`src/rtl/tala_pkg.sv`:
```
// rtl/tala_pkg.sv - gesture codes, anga/tala/jati encodings and sequence lookups
package tala_pkg;

  localparam logic [1:0] LED_OFF    = 2'b00;
  localparam logic [1:0] LED_CLAP   = 2'b01;
  localparam logic [1:0] LED_WAVE   = 2'b10;
  localparam logic [1:0] LED_FINGER = 2'b11;

  typedef enum logic [1:0] {ANGA_L, ANGA_D, ANGA_A, ANGA_NONE} anga_e;

  localparam logic [2:0] TALA_DHRUVA  = 3'd0;
  localparam logic [2:0] TALA_MATYA   = 3'd1;
  localparam logic [2:0] TALA_RUPAKA  = 3'd2;
  localparam logic [2:0] TALA_JHAMPA  = 3'd3;
  localparam logic [2:0] TALA_TRIPUTA = 3'd4;
  localparam logic [2:0] TALA_ATA     = 3'd5;
  localparam logic [2:0] TALA_EKA     = 3'd6;

  localparam logic [2:0] JATI_TISRA     = 3'd0;
  localparam logic [2:0] JATI_CHATUSRA  = 3'd1;
  localparam logic [2:0] JATI_KHANDA    = 3'd2;
  localparam logic [2:0] JATI_MISRA     = 3'd3;
  localparam logic [2:0] JATI_SANKEERNA = 3'd4;

  localparam int MAX_BEATS = 29;

  // Sequences are packed last-anga-first so anga idx selects bits [2*idx +: 2].
  function automatic anga_e anga_at(input logic [2:0] tala, input logic [1:0] idx);
    logic [7:0] seq;
    case (tala)
      TALA_DHRUVA: seq = {ANGA_L,    ANGA_L,    ANGA_D,    ANGA_L};
      TALA_MATYA:  seq = {ANGA_NONE, ANGA_L,    ANGA_D,    ANGA_L};
      TALA_RUPAKA: seq = {ANGA_NONE, ANGA_NONE, ANGA_L,    ANGA_D};
      TALA_JHAMPA: seq = {ANGA_NONE, ANGA_D,    ANGA_A,    ANGA_L};
      TALA_ATA:    seq = {ANGA_D,    ANGA_D,    ANGA_L,    ANGA_L};
      TALA_EKA:    seq = {ANGA_NONE, ANGA_NONE, ANGA_NONE, ANGA_L};
      default:     seq = {ANGA_NONE, ANGA_D,    ANGA_D,    ANGA_L};
    endcase
    return anga_e'(seq[{idx, 1'b0} +: 2]);
  endfunction

  function automatic logic [3:0] jati_len(input logic [2:0] jati);
    case (jati)
      JATI_TISRA:     return 4'd3;
      JATI_KHANDA:    return 4'd5;
      JATI_MISRA:     return 4'd7;
      JATI_SANKEERNA: return 4'd9;
      default:        return 4'd4;
    endcase
  endfunction

endpackage

```
`src/rtl/tala_sequencer_if.sv`:
```
// rtl/tala_sequencer_if.sv - control inputs and gesture/pulse outputs of the sequencer
interface tala_sequencer_if #(
  parameter int CYC_W = 10
);
  logic             en;
  logic [1:0]       speed_sel;
  logic [2:0]       tala_sel;
  logic [2:0]       jati_sel;
  logic [1:0]       led;
  logic [4:0]       beat_idx;
  logic             beat_pulse;
  logic             cycle_pulse;
  logic [CYC_W-1:0] cycle_count;

  modport master (
    output en, speed_sel, tala_sel, jati_sel,
    input  led, beat_idx, beat_pulse, cycle_pulse, cycle_count
  );

  modport slave (
    input  en, speed_sel, tala_sel, jati_sel,
    output led, beat_idx, beat_pulse, cycle_pulse, cycle_count
  );
endinterface

```
`src/rtl/tala_beat_timer.sv`:
```
// rtl/tala_beat_timer.sv - intra-beat tick counter with per-beat latched period
module tala_beat_timer #(
  parameter int unsigned P_SLOW = 10,
  parameter int unsigned P_MED  = 6,
  parameter int unsigned P_FAST = 4,
  parameter int unsigned CNT_W  = 8
) (
  input  logic             clk,
  input  logic             rst,
  input  logic             en,
  input  logic [1:0]       speed_sel,
  output logic [CNT_W-1:0] tick,
  output logic [CNT_W-1:0] period,
  output logic             beat_end
);

  function automatic logic [CNT_W-1:0] period_of(input logic [1:0] sel);
    case (sel)
      2'b01:   return CNT_W'(P_MED);
      2'b10:   return CNT_W'(P_FAST);
      default: return CNT_W'(P_SLOW);
    endcase
  endfunction

  assign beat_end = en && (tick == period - CNT_W'(1));

  // Speed only takes effect at a beat boundary so a beat never changes length mid-way.
  always_ff @(posedge clk) begin
    if (rst) begin
      tick   <= '0;
      period <= period_of(speed_sel);
    end else if (beat_end) begin
      tick   <= '0;
      period <= period_of(speed_sel);
    end else if (en) begin
      tick   <= tick + CNT_W'(1);
    end
  end

endmodule

```
`src/rtl/tala_sequencer.sv`:
```
// rtl/tala_sequencer.sv - suladi tala gesture sequencer for any tala, jati and speed
module tala_sequencer
  import tala_pkg::*;
#(
  parameter int unsigned P_SLOW = 10,
  parameter int unsigned P_MED  = 6,
  parameter int unsigned P_FAST = 4,
  parameter int unsigned CNT_W  = 8,
  parameter int unsigned CYC_W  = 10
) (
  input logic              clk,
  input logic              rst,
  tala_sequencer_if.slave  bus
);

  logic [CNT_W-1:0] tick;
  logic [CNT_W-1:0] period;
  logic             beat_end;

  logic [2:0]       tala_q;
  logic [2:0]       jati_q;
  logic [1:0]       anga_idx;
  logic [3:0]       pos;
  logic [4:0]       beat_idx_q;
  logic [CYC_W-1:0] cycle_count_q;

  anga_e            cur_anga;
  logic [3:0]       anga_len;
  logic             anga_last;
  logic             tala_last;
  logic             cycle_end;
  logic [1:0]       gesture;
  logic             lit;

  tala_beat_timer #(
    .P_SLOW (P_SLOW),
    .P_MED  (P_MED),
    .P_FAST (P_FAST),
    .CNT_W  (CNT_W)
  ) u_timer (
    .clk       (clk),
    .rst       (rst),
    .en        (bus.en),
    .speed_sel (bus.speed_sel),
    .tick      (tick),
    .period    (period),
    .beat_end  (beat_end)
  );

  always_comb begin
    cur_anga = anga_at(tala_q, anga_idx);
    case (cur_anga)
      ANGA_L:  anga_len = jati_len(jati_q);
      ANGA_D:  anga_len = 4'd2;
      default: anga_len = 4'd1;
    endcase
    anga_last = (pos == anga_len - 4'd1);
    tala_last = (anga_idx == 2'd3) || (anga_at(tala_q, anga_idx + 2'd1) == ANGA_NONE);
    cycle_end = beat_end && anga_last && tala_last;

    if (pos == 4'd0)            gesture = LED_CLAP;
    else if (cur_anga == ANGA_L) gesture = LED_FINGER;
    else                         gesture = LED_WAVE;
    lit = (tick < (period >> 1));
  end

  assign bus.led         = (bus.en && lit) ? gesture : LED_OFF;
  assign bus.beat_idx    = beat_idx_q;
  assign bus.beat_pulse  = beat_end;
  assign bus.cycle_pulse = cycle_end;
  assign bus.cycle_count = cycle_count_q;

  // Tala and jati are only sampled at cycle boundaries; mid-cycle edits wait their turn.
  always_ff @(posedge clk) begin
    if (rst) begin
      tala_q        <= bus.tala_sel;
      jati_q        <= bus.jati_sel;
      anga_idx      <= '0;
      pos           <= '0;
      beat_idx_q    <= '0;
      cycle_count_q <= '0;
    end else if (beat_end) begin
      if (!anga_last) begin
        pos        <= pos + 4'd1;
        beat_idx_q <= beat_idx_q + 5'd1;
      end else if (!tala_last) begin
        pos        <= '0;
        anga_idx   <= anga_idx + 2'd1;
        beat_idx_q <= beat_idx_q + 5'd1;
      end else begin
        pos           <= '0;
        anga_idx      <= '0;
        beat_idx_q    <= '0;
        cycle_count_q <= cycle_count_q + CYC_W'(1);
        tala_q        <= bus.tala_sel;
        jati_q        <= bus.jati_sel;
      end
    end
  end

endmodule

```
`src/flat_wrapper.sv`:
```
// flat-port wrapper written by rule: the top's interface ports become plain ports
module tala_sequencer_flat import tala_pkg::*;
#(
  parameter int unsigned P_SLOW = 10,
  parameter int unsigned P_MED  = 6,
  parameter int unsigned P_FAST = 4,
  parameter int unsigned CNT_W  = 8,
  parameter int unsigned CYC_W  = 10
)
  (clk, rst, bus_en, bus_speed_sel, bus_tala_sel, bus_jati_sel, bus_led, bus_beat_idx, bus_beat_pulse, bus_cycle_pulse, bus_cycle_count);
  tala_sequencer_if #(.CYC_W(CYC_W)) bus_i ();
  input logic clk;
  input logic rst;
  input wire logic [$bits(bus_i.en)-1:0] bus_en;
  input wire logic [$bits(bus_i.speed_sel)-1:0] bus_speed_sel;
  input wire logic [$bits(bus_i.tala_sel)-1:0] bus_tala_sel;
  input wire logic [$bits(bus_i.jati_sel)-1:0] bus_jati_sel;
  output wire logic [$bits(bus_i.led)-1:0] bus_led;
  output wire logic [$bits(bus_i.beat_idx)-1:0] bus_beat_idx;
  output wire logic [$bits(bus_i.beat_pulse)-1:0] bus_beat_pulse;
  output wire logic [$bits(bus_i.cycle_pulse)-1:0] bus_cycle_pulse;
  output wire logic [$bits(bus_i.cycle_count)-1:0] bus_cycle_count;
  assign bus_i.en = bus_en;
  assign bus_i.speed_sel = bus_speed_sel;
  assign bus_i.tala_sel = bus_tala_sel;
  assign bus_i.jati_sel = bus_jati_sel;
  assign bus_led = bus_i.led;
  assign bus_beat_idx = bus_i.beat_idx;
  assign bus_beat_pulse = bus_i.beat_pulse;
  assign bus_cycle_pulse = bus_i.cycle_pulse;
  assign bus_cycle_count = bus_i.cycle_count;
  tala_sequencer #(.P_SLOW(P_SLOW), .P_MED(P_MED), .P_FAST(P_FAST), .CNT_W(CNT_W), .CYC_W(CYC_W)) u_core (.clk(clk), .rst(rst), .bus(bus_i));
endmodule
```
`config.mk`:
```
export PLATFORM = sky130hd
export DESIGN_NAME = tala_sequencer_flat
export DESIGN_NICKNAME = d
export VERILOG_FILES = /design/src/rtl/tala_pkg.sv /design/src/rtl/tala_sequencer_if.sv /design/src/rtl/tala_beat_timer.sv /design/src/rtl/tala_sequencer.sv /design/src/flat_wrapper.sv
export SDC_FILE = /design/constraint.sdc
export NUM_CORES = 1
export LEC_CHECK = 0
export ABC_AREA = 1
export BUFFER_PORTS_ARGS = -buffer_cell sky130_fd_sc_hd__buf_2
export CORE_ASPECT_RATIO = 1.4
export CORE_MARGIN = 2
export CORE_UTILIZATION = 52
export DETAILED_ROUTE_END_ITERATION = 10
export GPL_TIMING_DRIVEN = 0
export PLACE_DENSITY = 0.76
export SYNTH_ARGS = -nofsm -noshare
export SYNTH_HDL_FRONTEND = slang
export SYNTH_SLANG_ARGS = --single-unit
```
`constraint.sdc`:
```
create_clock -name clk -period 2.2 [get_ports clk]
set_clock_uncertainty 0.05 [all_clocks]
set_input_delay 0.44 -clock clk [delete_from_list [all_inputs] [get_ports clk]]
set_output_delay 0.44 -clock clk [all_outputs]
set_load 0.01 [all_outputs]
```
After elaboration in Yosys (flattened, before gate mapping)
Cells that the tools add are included.
{"block": "classes", "n_addsub": 7, "mul": 0, "div_mod_pow": 0, "order_cmp": 1, "eq_ne": 15, "shifts": 2, "mux": 21, "bitwise": 0, "n_reduce_logical": 16}
{"cell": "$pmux 8 s6", "count": 1}
{"cell": "$mux 3", "count": 8}
{"cell": "$mux 8", "count": 2}
{"cell": "$pmux 4 s2", "count": 2}
{"cell": "$pmux 4 s4", "count": 1}
{"cell": "$shiftx 8x4->2", "count": 2}
{"cell": "$eq 3x2->1 const B", "count": 4}
{"cell": "$add 10x1->10 const B", "count": 1}
{"cell": "$mux 5", "count": 2}
{"cell": "$eq 3x3->1 const B", "count": 3}
{"cell": "$add 8x1->8 const B", "count": 1}
{"cell": "$eq 8x8->1", "count": 1}
{"cell": "$lt 8x7->1", "count": 1}
{"cell": "$sub 8x1->8 const B", "count": 1}
{"cell": "$eq 2x2->1 const B", "count": 3}
{"cell": "$logic_not 3->1", "count": 2}
{"cell": "$mux 2", "count": 3}
{"cell": "$reduce_and 3->1", "count": 2}
{"cell": "$reduce_bool 2->1", "count": 3}
{"cell": "$add 5x1->5 const B", "count": 1}
{"cell": "$add 4x1->4 const B", "count": 1}
{"cell": "$eq 2x1->1 const B", "count": 2}
{"cell": "$eq 4x4->1", "count": 1}
{"cell": "$logic_and 1x1->1", "count": 4}
{"cell": "other kinds (10)", "count": 10}
{"block": "word_totals", "ff_bits": 43, "latch_bits": 0, "mem_bits_rw": 0, "mem_bits_ro": 0, "input_bits": 11, "out_inout_bits": 19, "word_cells": 70, "mem_count": 0}

Depth between registers and ports, before layout
Gate-level depths: netlist of run 1.
{"block": "depth", "depth_word": 10, "mapped_depth": 19, "depth_no_buf": 19}

By module
A second synthesis of run 1 with hierarchy kept.
{"block": "hier_totals", "cells_unflattened": 331, "hier_area_um2": 2448.6}
{"module": "tala_sequencer", "instances": 1, "cells_per_inst": 245, "area_each_um2": 1774.2, "seq_area_each_um2": 600.6}
{"module": "tala_beat_timer", "instances": 1, "cells_per_inst": 86, "area_each_um2": 674.4, "seq_area_each_um2": 250.2}

Worst setup path before layout of run 1
Ideal clock, no wire load.
{"block": "synth_timing", "path_type": "register to output", "from": "register u_core.tala_q[0]", "to": "output bus_cycle_pulse", "arrival_time_ns": 1.955, "t_required_ns": 1.710, "setup_slack_ns": -0.245, "stages_incl_launch_ff": 14, "n_path_buf": 0, "cell_sequence": "edfxtp_1 -> inv_1 -> nand2_1 -> a21oi_1 -> a21oi_2 -> nand2_2 -> inv_1 -> ha_1 -> xnor2_1 -> a21oi_2 -> nand2_2 -> nor2_4 -> nand3_2 -> inv_1"}
{"block": "synth_via", "elab_chain_len": 9, "elab_cells_between_ends": 18, "classes_between": "add/sub (1); eq/ne (8); shift (2); mux (2); reduce/logical (5)"}
{"element": "start, declared", "line_no": "tala_sequencer.sv:20", "rtl": "logic [2:0] tala_q;"}
{"element": "start signal, assigned", "line_no": "tala_sequencer.sv:76", "rtl": "tala_q <= bus.tala_sel;"}
{"element": "start signal, assigned", "line_no": "tala_sequencer.sv:95", "rtl": "tala_q <= bus.tala_sel;"}
{"element": "$eq 3x3->1, or another cell as far along", "line_no": "tala_pkg.sv:30", "rtl": "case (tala)"}
{"element": "$pmux 8 s6 (*)", "line_no": "tala_pkg.sv:30"}
{"element": "$shiftx 8x4->2", "line_no": "tala_pkg.sv:39", "rtl": "return anga_e'(seq[{idx, 1'b0} +: 2]);"}
{"element": "$eq 2x1->1 or $logic_not 2->1 (tied branches)", "line_no": "tala_sequencer.sv:52", "rtl": "case (cur_anga)"}
{"element": "$pmux 4 s2", "line_no": "tala_sequencer.sv:52"}
{"element": "$sub 4x1->4", "line_no": "tala_sequencer.sv:57", "rtl": "anga_last = (pos == anga_len - 4'd1);"}
{"element": "$eq 4x4->1", "line_no": "tala_sequencer.sv:57"}
{"element": "$logic_and 1x1->1", "line_no": "tala_sequencer.sv:59", "rtl": "cycle_end = beat_end && anga_last && tala_last;"}
{"element": "$logic_and 1x1->1 (*)", "line_no": "tala_sequencer.sv:59"}
{"element": "end, declared", "line_no": "flat_wrapper.sv:21", "rtl": "output wire logic [$bits(bus_i.cycle_pulse)-1:0] bus_cycle_pulse;"}
Every way passes the cells marked *; elsewhere a longest branch is shown, timed or not.

Worst setup path in the final report of run 1
{"block": "layout_timing", "from": "register u_core.tala_q[1]", "to": "output bus_cycle_pulse"}
The elaborated chain is that of the path after synthesis.

==> load_flow_metrics.sql, run 1 <==
INSERT INTO impl_metrics (metric_group, metric, value, unit) VALUES
('clock_tree', 'cts.clk_slew.worst_paths', '0.08', 'ns'),
('logic_synthesis', 'post-synth-top-area-cell', 'sky130_fd_sc_hd__dfxtp_1', ''),
('logic_synthesis', 'synth_seq_area_share', '37.3', '%'),
('drt', 'first_pass_iters', '4', ''),
('clock_tree', 'cts_sinks', '38', ''),
('global_route', 'antenna_found_initial', '0', ''),
('global_route', 'track_usage', '24.8', '%'),
('flow_run', 'drv.max_cap_violation_count', '0', ''),
('placed_design', 'detailedPlace.worstSlack', '-0.592', 'ns'),
('drt', 'drt_first_iter_violations', '90', ''),
('worst_setup_path', 'timing.reg2reg.setup_slack', '-0.44', 'ns'),
('timing', 'post-route-period-util', '133', '%'),
('timing', 'timing.slew.headroom', '51.0', '%'),
('hold_path', 'hold_path.class', 'in2reg', ''),
('logic_synthesis', 'post_synth_main_area_contributors', 'sky130_fd_sc_hd__dfxtp_1 25%, sky130_fd_sc_hd__edfxtp_1 12%, sky130_fd_sc_hd__nand2_1 8.9%', ''),
('worst_setup_path', 'worst-path-max-fanout', '6', ''),
('clock_tree', 'clock_tree.root_cell', 'sky130_fd_sc_hd__clkbuf_8', ''),
('drt', 'route.detailed.drc', '0', ''),
('timing', 'report.final.hold_viol_count', '0', ''),
('timing', 'tightest_slew', '0.726', 'ns'),
('floorplanning', 'rows', '28', ''),
('logic_synthesis', 'synth.ff_latch_count', '38', ''),
('logic_synthesis', 'synth.top_cell.area_share', '25.5', '%'),
('power_and_ir_drop', 'leakage_component_of_the_power', '1.45', 'nW'),
('placed_design', 'port_buffers', '29', ''),
('logic_synthesis', 'avgSynthCellArea', '7.65', 'um^2'),
('logic_synthesis', 'synth.net_count', '321', ''),
('clock_tree', 'cts_max_path_buffers', '2', ''),
('timing', 'slew_violations', '0', ''),
('cells_and_area', 'final_layout_size_suffix_gt1_share', '36.6', '%'),
('timing', 'final_critical_path_setup_slack', '-0.733', 'ns'),
('timing', 'fin_crit', '2.93', 'ns'),
('worst_setup_path', 'startpoint_type', 'register', ''),
('placed_design', 'place.detailed.hpwl', '3580', 'um'),
('timing', 'fin_hold_ws', '0.265', 'ns'),
('drt', 'post_drt_via_cell_ratio', '5.77', ''),
('clock_tree', 'h-tree-depth', '2', ''),
('cells_and_area', 'layout-area-overhead-vs-synth', '42.9', '%'),
('global_route', 'vias_in_the_first_global_route', '2196', ''),
('logic_synthesis', 'syn_area', '2280', 'um^2'),
('clock_tree', 'cts-buffers-inserted', '5', ''),
('floorplanning', 'die_x', '59.9', 'um'),
('floorplanning', 'pin_count', '30', ''),
('power_and_ir_drop', 'power.density', '500', 'nW/um^2'),
('floorplanning', 'fp.coreArea', '4200', 'um^2'),
('cells_and_area', 'fillCellCount', '286', ''),
('cells_and_area', 'nets', '391', ''),
('placed_design', 'gp_congestion', '0.886', ''),
('clock_tree', 'clkLatencyLatePin', '0.29', 'ns'),
('worst_setup_path', 'required', '1.71', 'ns'),
('drt', 'num_vias', '2389', ''),
('power_and_ir_drop', 'worst_ir_drop_vdd', '0.388', 'mV'),
('logic_synthesis', 'netlist_instances', '298', ''),
('cells_and_area', 'antennaDiodeCount', '0', ''),
('worst_setup_path', 'kind_of_critical_path', 'reg2out', ''),
('global_route', 'grt_start_max_net_pins', '13', ''),
('global_route', 'grt_first_pass_wirelength', '9380', 'um'),
('logic_synthesis', 'ys_types', '32', ''),
('floorplanning', 'initial_utilization', '54.2', '%'),
('global_route', 'globalRoute.totalOverflow', '0', ''),
('floorplanning', 'floorplan.die.height', '82.3', 'um'),
('status', 'outcome', 'finished with violations', ''),
('timing', 'setup_viol_count_final', '42', ''),
('worst_setup_path', 'timing.critical_path.arrival', '2.44', 'ns'),
('worst_setup_path', 'critical_path.endpoint_type', 'primary output', ''),
('drt', 'ant_nets', '0', ''),
('timing', 'timing.fmax', '341', 'MHz'),
('timing', 'setup_repair_after_global_routing_missed_its_margin', 'yes', ''),
('power_and_ir_drop', 'fin_total_pwr', '1.63', 'mW'),
('logic_synthesis', 'synth-warning-count', '0', ''),
('drt', 'detail_route.wirelength', '6560', 'um'),
('clock_tree', 'cts_tree', 'yes', ''),
('status', 'violations', 'setup timing', ''),
('floorplanning', 'die_area', '4930', 'um^2'),
('drt', 'route.detailed.wl_per_inst', '15.8', 'um');
metal layers:
metal  GRT usage [%]  wire length (um)
met1            25.5              2410
met2            46.4              3560
met3            5.14               255
met4            11.6               335
met5               0                 0
Yosys cell counts:
master / n
sky130_fd_sc_hd__inv_2: 1
sky130_fd_sc_hd__o41ai_1: 1
sky130_fd_sc_hd__nor3_1: 7
sky130_fd_sc_hd__edfxtp_1: 9
sky130_fd_sc_hd__nand2_2: 5
sky130_fd_sc_hd__buf_6: 1
sky130_fd_sc_hd__nor2_2: 2
sky130_fd_sc_hd__o21ai_1: 1
sky130_fd_sc_hd__inv_1: 37
sky130_fd_sc_hd__o2111ai_1: 1
sky130_fd_sc_hd__o21ai_0: 7
sky130_fd_sc_hd__nand3_1: 22
sky130_fd_sc_hd__nor4_1: 4
sky130_fd_sc_hd__and3_1: 1
sky130_fd_sc_hd__xor2_1: 13
sky130_fd_sc_hd__clkbuf_2: 1
sky130_fd_sc_hd__ha_1: 12
sky130_fd_sc_hd__nor2_4: 2
sky130_fd_sc_hd__nand4_1: 17
sky130_fd_sc_hd__nand3_2: 4
sky130_fd_sc_hd__a21oi_1: 19
sky130_fd_sc_hd__a21boi_0: 1
sky130_fd_sc_hd__or2_2: 2
sky130_fd_sc_hd__nand2_1: 54
sky130_fd_sc_hd__a21oi_2: 2
sky130_fd_sc_hd__clkinv_1: 1
sky130_fd_sc_hd__nor3b_1: 1
sky130_fd_sc_hd__nor2_1: 25
sky130_fd_sc_hd__dfxtp_1: 29
sky130_fd_sc_hd__buf_2: 2
sky130_fd_sc_hd__xnor2_1: 11
sky130_fd_sc_hd__clkbuf_1: 3
final cells by class:
class	instances	area, um^2	area share (%)
flip-flops and latches	38	852	26.2
multi-input cells	215	1540	47.3
well taps	45	56.3	1.73
clock buffers	5	68.8	2.11
clock inverters	3	40.0	1.23
inverters	39	151	4.65
repair buffers	62	495	15.2
plain buffers	7	52.6	1.61
repair_timing:
item / 4_1_cts / 5_1_grt
hold buffers: 0 / 0
setup buffers: 25 / 15
setup endpoints to repair: 40 / 42
pin swaps: 15 / 27
gates cloned: 0 / 2
resized for setup: 43 / 40
final timing paths:
check	to	depth (start not counted)	startpoint
worst max register to register	u_core.bus.cycle_count[5]	15	u_core.tala_q[1]
worst max-delay path	bus_cycle_pulse	13	u_core.tala_q[1]
worst min-delay path	u_core.tala_q[1]	1	bus_tala_sel[1]
worst min register to register	u_core.bus.cycle_count[3]	2	u_core.bus.cycle_count[3]
state kept, by name, summed over array words and instances (netlist names):
register	count
u_core.jati_q	3
u_core.tala_q	3
u_core.bus.cycle_count	10
u_core.bus.beat_idx	5
u_core.anga_idx	2
u_core.pos	4
u_core.u_timer.period	3
u_core.u_timer.tick	8
logic make-up (layout without fill, tap and decap cells):
group | count (synthesis) | count (layout) | share of synthesized area (%)
and+or+nand+nor | 146 | 147 | 31.0
buffers and inverters | 46 | 116 | 8.07
DFF | 38 | 38 | 37.3
AOI/OAI and AO/OA | 32 | 32 | 7.80
xor gates and xnor gates | 24 | 24 | 9.23
adders and majority gates | 12 | 12 | 6.59
cell usage in the layout, fill, tap and decap left out, drive strengths merged:
cell      n
a21boi    1
a21oi    21
and3      1
buf      65
bufinv    1
clkbuf    9
clkinv    3
dfxtp    29
edfxtp    9
ha       12
inv      38
nand2    60
nand3    26
nand4    17
nor2     29
nor3      7
nor3b     1
nor4      4
o2111ai   1
o21ai     8
o41ai     1
or2       2
xnor2    11
xor2     13
where the power goes:
| group | switching (mW) | internal [mW] | total (mW) |
|---|---|---|---|
| Clock | 0.247 | 0.334 | 0.581 |
| Combinational | 0.156 | 0.142 | 0.299 |
| Sequential | 0.0163 | 0.731 | 0.747 |
| Total | 0.420 | 1.21 | 1.63 |
stage by stage:
| stage | area, um^2 | cells | TNS (ns) | utilization (%) |
|---|---|---|---|---|
| 2_1_floorplan | 2290 | 298 | -1.83 | - |
| 3_3_place_gp | 2490 | 372 | -13.52 | 59.3 |
| 5_1_grt | 3260 | 414 | -17.15 | 77.4 |
| 3_5_place_dp | 2490 | 372 | -13.95 | 59.3 |
| 4_1_cts | 2980 | 400 | -8.46 | 70.8 |
| 6_report | 3260 | 414 | -11.95 | 77.4 |
worst max-delay path, cell delays in order, from the launching register on:
cell and delay (ns):
sky130_fd_sc_hd__edfxtp_1 0.54, sky130_fd_sc_hd__o21ai_1 0.19, sky130_fd_sc_hd__nand2_1 0.09, sky130_fd_sc_hd__nand2_2 0.11
sky130_fd_sc_hd__nand2_4 0.06, sky130_fd_sc_hd__o21ai_2 0.17, sky130_fd_sc_hd__ha_4 0.22, sky130_fd_sc_hd__xnor2_1 0.13
sky130_fd_sc_hd__a21oi_2 0.13, sky130_fd_sc_hd__nand2_2 0.09, sky130_fd_sc_hd__nor2_4 0.15, sky130_fd_sc_hd__nand3_4 0.09
sky130_fd_sc_hd__inv_2 0.09, sky130_fd_sc_hd__buf_6 0.09
(Power assumes the default switching activity.)
==> run 2, diff against run 1 <==
Settings changed: ABC_AREA 1 to not set, CORE_UTILIZATION 52 to 51, PLACE_DENSITY 0.76 to 0.75.
==> run 2 against run 1 <==
The flow still finishes with violations (setup timing). Wire length decreased by 22%. Global-route usage fell by 3.3 points. Core utilization decreased by 5.0 points. First-iteration DRC count grew 13%. Sequential power increased by 0.9%. Critical path type unchanged. Sequential share of layout area rose by 2.0 points. Setup slack worse by 0.39 ns. Clock-buffer cell count stayed put.
==> load_flow_metrics.sql, run 2 <==
INSERT INTO impl_metrics (metric_group, metric, value, unit) VALUES
('status', 'outcome', 'finished with violations', ''),
('status', 'violations', 'setup timing', ''),
('clock_tree', 'h-tree-depth', '2', ''),
('logic_synthesis', 'synth-xor-area-share', '8.02', '%'),
('timing', 'setup_repair_after_global_routing_missed_its_margin', 'yes', ''),
('timing', 'tightest_slew', '0.801', 'ns'),
('timing', 'finalSetupTns', '-24.58', 'ns'),
('power_and_ir_drop', 'power.density', '544', 'nW/um^2'),
('logic_synthesis', 'synth-warning-count', '0', ''),
('clock_tree', 'clock_tree.root_cell', 'sky130_fd_sc_hd__clkbuf_8', ''),
('hold_path', 'hold_path.class', 'in2reg', ''),
('placed_design', 'port_buffers', '28', ''),
('hold_path', 'min-delay-start', 'bus_tala_sel[1]', ''),
('timing', 'fin_crit', '3.33', 'ns'),
('floorplanning', 'die_x', '59.3', 'um'),
('drt', 'route.detailed.wl_per_inst', '14.5', 'um'),
('cells_and_area', 'fin_util', '72.4', '%'),
('timing', 'timing.fmax', '301', 'MHz'),
('logic_synthesis', 'synth_common_cells', '29 x sky130_fd_sc_hd__dfxtp_1, 29 x sky130_fd_sc_hd__nor2_1, 14 x sky130_fd_sc_hd__a21oi_1, 14 x sky130_fd_sc_hd__xor2_1, 13 x sky130_fd_sc_hd__inv_1', ''),
('power_and_ir_drop', 'pwr-share-clk', '35.5', '%'),
('logic_synthesis', 'netlist_instances', '245', ''),
('power_and_ir_drop', 'worst_ir_drop_vdd', '0.453', 'mV'),
('power_and_ir_drop', 'switching_share', '25.5', '%'),
('clock_tree', 'hold_buf_cts', '0', ''),
('cells_and_area', 'multi_input_combinational_cell_area', '1460', 'um^2'),
('logic_synthesis', 'post_synth_main_area_contributors', 'sky130_fd_sc_hd__dfxtp_1 27%, sky130_fd_sc_hd__edfxtp_1 12%, sky130_fd_sc_hd__ha_1 6.9%', ''),
('flow_run', 'drv.max_cap_violation_count', '0', ''),
('clock_tree', 'cts_max_path_buffers', '2', ''),
('global_route', 'grt_start_max_net_pins', '13', ''),
('logic_synthesis', 'async_reset_ff_share', '0', '%'),
('worst_setup_path', 'reg2regPathDepth', '13', ''),
('clock_tree', 'cts.clk_slew.worst_paths', '0.07', 'ns'),
('floorplanning', 'fp.coreArea', '4170', 'um^2'),
('logic_synthesis', 'synth.net_count', '268', ''),
('timing', 'final_critical_path_setup_slack', '-1.13', 'ns'),
('power_and_ir_drop', 'fin_total_pwr', '1.64', 'mW'),
('global_route', 'grt_first_pass_wirelength', '7890', 'um'),
('logic_synthesis', 'post-synth-top-area-cell', 'sky130_fd_sc_hd__dfxtp_1', ''),
('worst_setup_path', 'worst_setup_path_startpoint', 'u_core.tala_q[2]', ''),
('floorplanning', 'floorplan.die.height', '81.4', 'um'),
('placed_design', 'place.detailed.hpwl', '3350', 'um'),
('cells_and_area', 'antennaDiodeCount', '0', ''),
('cells_and_area', 'number_of_flip_flops_under_the_largest_register_name', '10', ''),
('global_route', 'antenna_found_initial', '0', ''),
('cells_and_area', 'fillCellCount', '304', ''),
('clock_tree', 'cts-buffers-inserted', '5', ''),
('drt', 'route.detailed.drc', '0', ''),
('global_route', 'globalRoute.totalOverflow', '0', ''),
('worst_setup_path', 'critical_path.endpoint_type', 'primary output', ''),
('timing', 'fin_hold_ws', '0.270', 'ns'),
('cells_and_area', 'final_layout_size_suffix_gt1_share', '38.0', '%'),
('global_route', 'vias_in_the_first_global_route', '1810', ''),
('clock_tree', 'cts_tree', 'yes', ''),
('logic_synthesis', 'dominant_combinational_cell_family_by_area_after_synthesis', 'simple AND/OR/NAND/NOR gates', ''),
('power_and_ir_drop', 'power.internal', '1.22', 'mW'),
('hold_path', 'hold_path_cell_cnt', '1', ''),
('placed_design', 'detailedPlace.worstSlack', '-1.16', 'ns'),
('timing', 'post-route-period-util', '151', '%'),
('worst_setup_path', 'worst-path-max-fanout', '5', ''),
('logic_synthesis', 'synth_seq_area_share', '38.9', '%'),
('global_route', 'track_usage', '21.5', '%'),
('logic_synthesis', 'ys_types', '50', ''),
('logic_synthesis', 'synth-simple-area-share', '24.9', '%'),
('logic_synthesis', 'syn_area', '2180', 'um^2'),
('worst_setup_path', 'kind_of_critical_path', 'reg2out', ''),
('drt', 'detail_route.wirelength', '5130', 'um'),
('logic_synthesis', 'synth_enable_flop_cells', '9', ''),
('clock_tree', 'cts_sinks', '38', ''),
('power_and_ir_drop', 'leakage_component_of_the_power', '1.26', 'nW'),
('drt', 'num_vias', '2011', ''),
('worst_setup_path', 'timing.critical_path.arrival', '2.84', 'ns'),
('drt', 'drt_first_iter_violations', '102', ''),
('logic_synthesis', 'synthFlopType', 'sky130_fd_sc_hd__dfxtp_1', ''),
('timing', 'report.final.hold_viol_count', '0', ''),
('logic_synthesis', 'post_synth_fa_ha_maj_area_fraction', '6.87', '%'),
('logic_synthesis', 'avgSynthCellArea', '8.92', 'um^2'),
('power_and_ir_drop', 'share_seq_of_total_power', '45.9', '%'),
('logic_synthesis', 'synth_mux_area_share', '2.46', '%'),
('cells_and_area', 'regArea', '851', 'um^2'),
('drt', 'post_drt_via_cell_ratio', '5.70', ''),
('cells_and_area', 'layout-area-overhead-vs-synth', '38.2', '%'),
('drt', 'ant_nets', '0', ''),
('timing', 'slew_violations', '0', ''),
('floorplanning', 'rows', '28', ''),
('floorplanning', 'die_area', '4830', 'um^2'),
('worst_setup_path', 'timing.rr.start', 'u_core.tala_q[2]', ''),
('power_and_ir_drop', 'net-switching-power', '0.420', 'mW'),
('timing', 'setup_viol_count_final', '34', ''),
('placed_design', 'gp_congestion', '0.812', ''),
('timing', 'timing.slew.headroom', '46.1', '%'),
('cells_and_area', 'nets', '330', ''),
('drt', 'first_pass_iters', '4', ''),
('power_and_ir_drop', 'p_comb_share', '18.7', '%'),
('floorplanning', 'pin_count', '30', ''),
('logic_synthesis', 'synth.top_cell.area_share', '26.6', '%'),
('worst_setup_path', 'required', '1.71', 'ns'),
('cells_and_area', 'layout.cells.most_common_list', '29 x sky130_fd_sc_hd__buf_2, 29 x sky130_fd_sc_hd__dfxtp_1, 22 x sky130_fd_sc_hd__nor2_1', ''),
('clock_tree', 'clkLatencyLatePin', '0.29', 'ns'),
('floorplanning', 'initial_utilization', '52.4', '%'),
('logic_synthesis', 'synth-compound-area-share', '13.2', '%'),
('logic_synthesis', 'synth.ff_latch_count', '38', ''),
('worst_setup_path', 'startpoint_type', 'register', '');
-- run 2: critical path, cell delays in order, from the launching register on --
cell and delay [ns]:
sky130_fd_sc_hd__edfxtp_1 0.39, sky130_fd_sc_hd__buf_6 0.15, sky130_fd_sc_hd__nor2b_4 0.12, sky130_fd_sc_hd__a221o_1 0.35
sky130_fd_sc_hd__o31ai_2 0.36, sky130_fd_sc_hd__ha_4 0.21, sky130_fd_sc_hd__xnor2_4 0.13, sky130_fd_sc_hd__and4_1 0.23
sky130_fd_sc_hd__o22ai_2 0.07, sky130_fd_sc_hd__o21ai_2 0.11, sky130_fd_sc_hd__nand3_2 0.12, sky130_fd_sc_hd__buf_6 0.14
sky130_fd_sc_hd__nor2_4 0.07, sky130_fd_sc_hd__buf_6 0.10
-- run 2: layout make-up --
class	count	area share [%]
multi-input combinational	182	48.2
sequential	38	28.2
timing repair buffer	55	13.1
buffer	11	3.07
clock buffer	5	2.28
inverter	14	1.91
tap	45	1.86
clock inverter	3	1.33
-- run 2: path summary, 6_finish.rpt --
| kind | to | slack (ns) |
|---|---|---|
| max | bus_cycle_pulse | -1.13 |
| min | u_core.tala_q[1] | 0.27 |
| max reg2reg | u_core.bus.cycle_count[2] | -0.93 |
| min reg2reg | u_core.bus.cycle_count[6] | 0.46 |
-- run 2: per-stage QoR --
step / cells / instance area [um^2]
final: 353 / 3020
after global routing: 353 / 3020
after CTS: 348 / 2900
after detailed placement: 318 / 2520
after global placement: 318 / 2520
after floorplan: 245 / 2330
-- run 2: power by group through the flow --
| stage | sequential [mW] | combinational (mW) | clock, mW |
|---|---|---|---|
| after global routing | 0.757 | 0.335 | 0.610 |
| after CTS | 0.754 | 0.283 | 0.592 |
| after global placement | 0.768 | 0.217 | 0 |
| final | 0.754 | 0.306 | 0.583 |
| after floorplan | 0.764 | 0.176 | 0 |
| after detailed placement | 0.770 | 0.222 | 0 |
-- run 2: kinds of logic after synthesis --
group	Yosys count
flops	38
compound gates	43
simple gates	100
fa+ha+maj	12
buf+inv	27
mux	5
xor+xnor	20
-- run 2: timing repair --
| item | CTS | global route |
|---|---|---|
| gates resized for setup | 22 | 20 |
| endpoints found under the setup margin | 42 | 42 |
| pin swaps | 11 | 16 |
| buffers inserted | 22 | 6 |
| gates cloned | 1 | 1 |
-- run 2: per-layer routing --
metal	vias up	global-route usage (%)	share of wire, %
li1	1003	-	-
met1	980	23.2	42
met2	23	41.0	55
met3	5	3.31	2.1
met4	0	7.50	1.5
met5	-	0	0
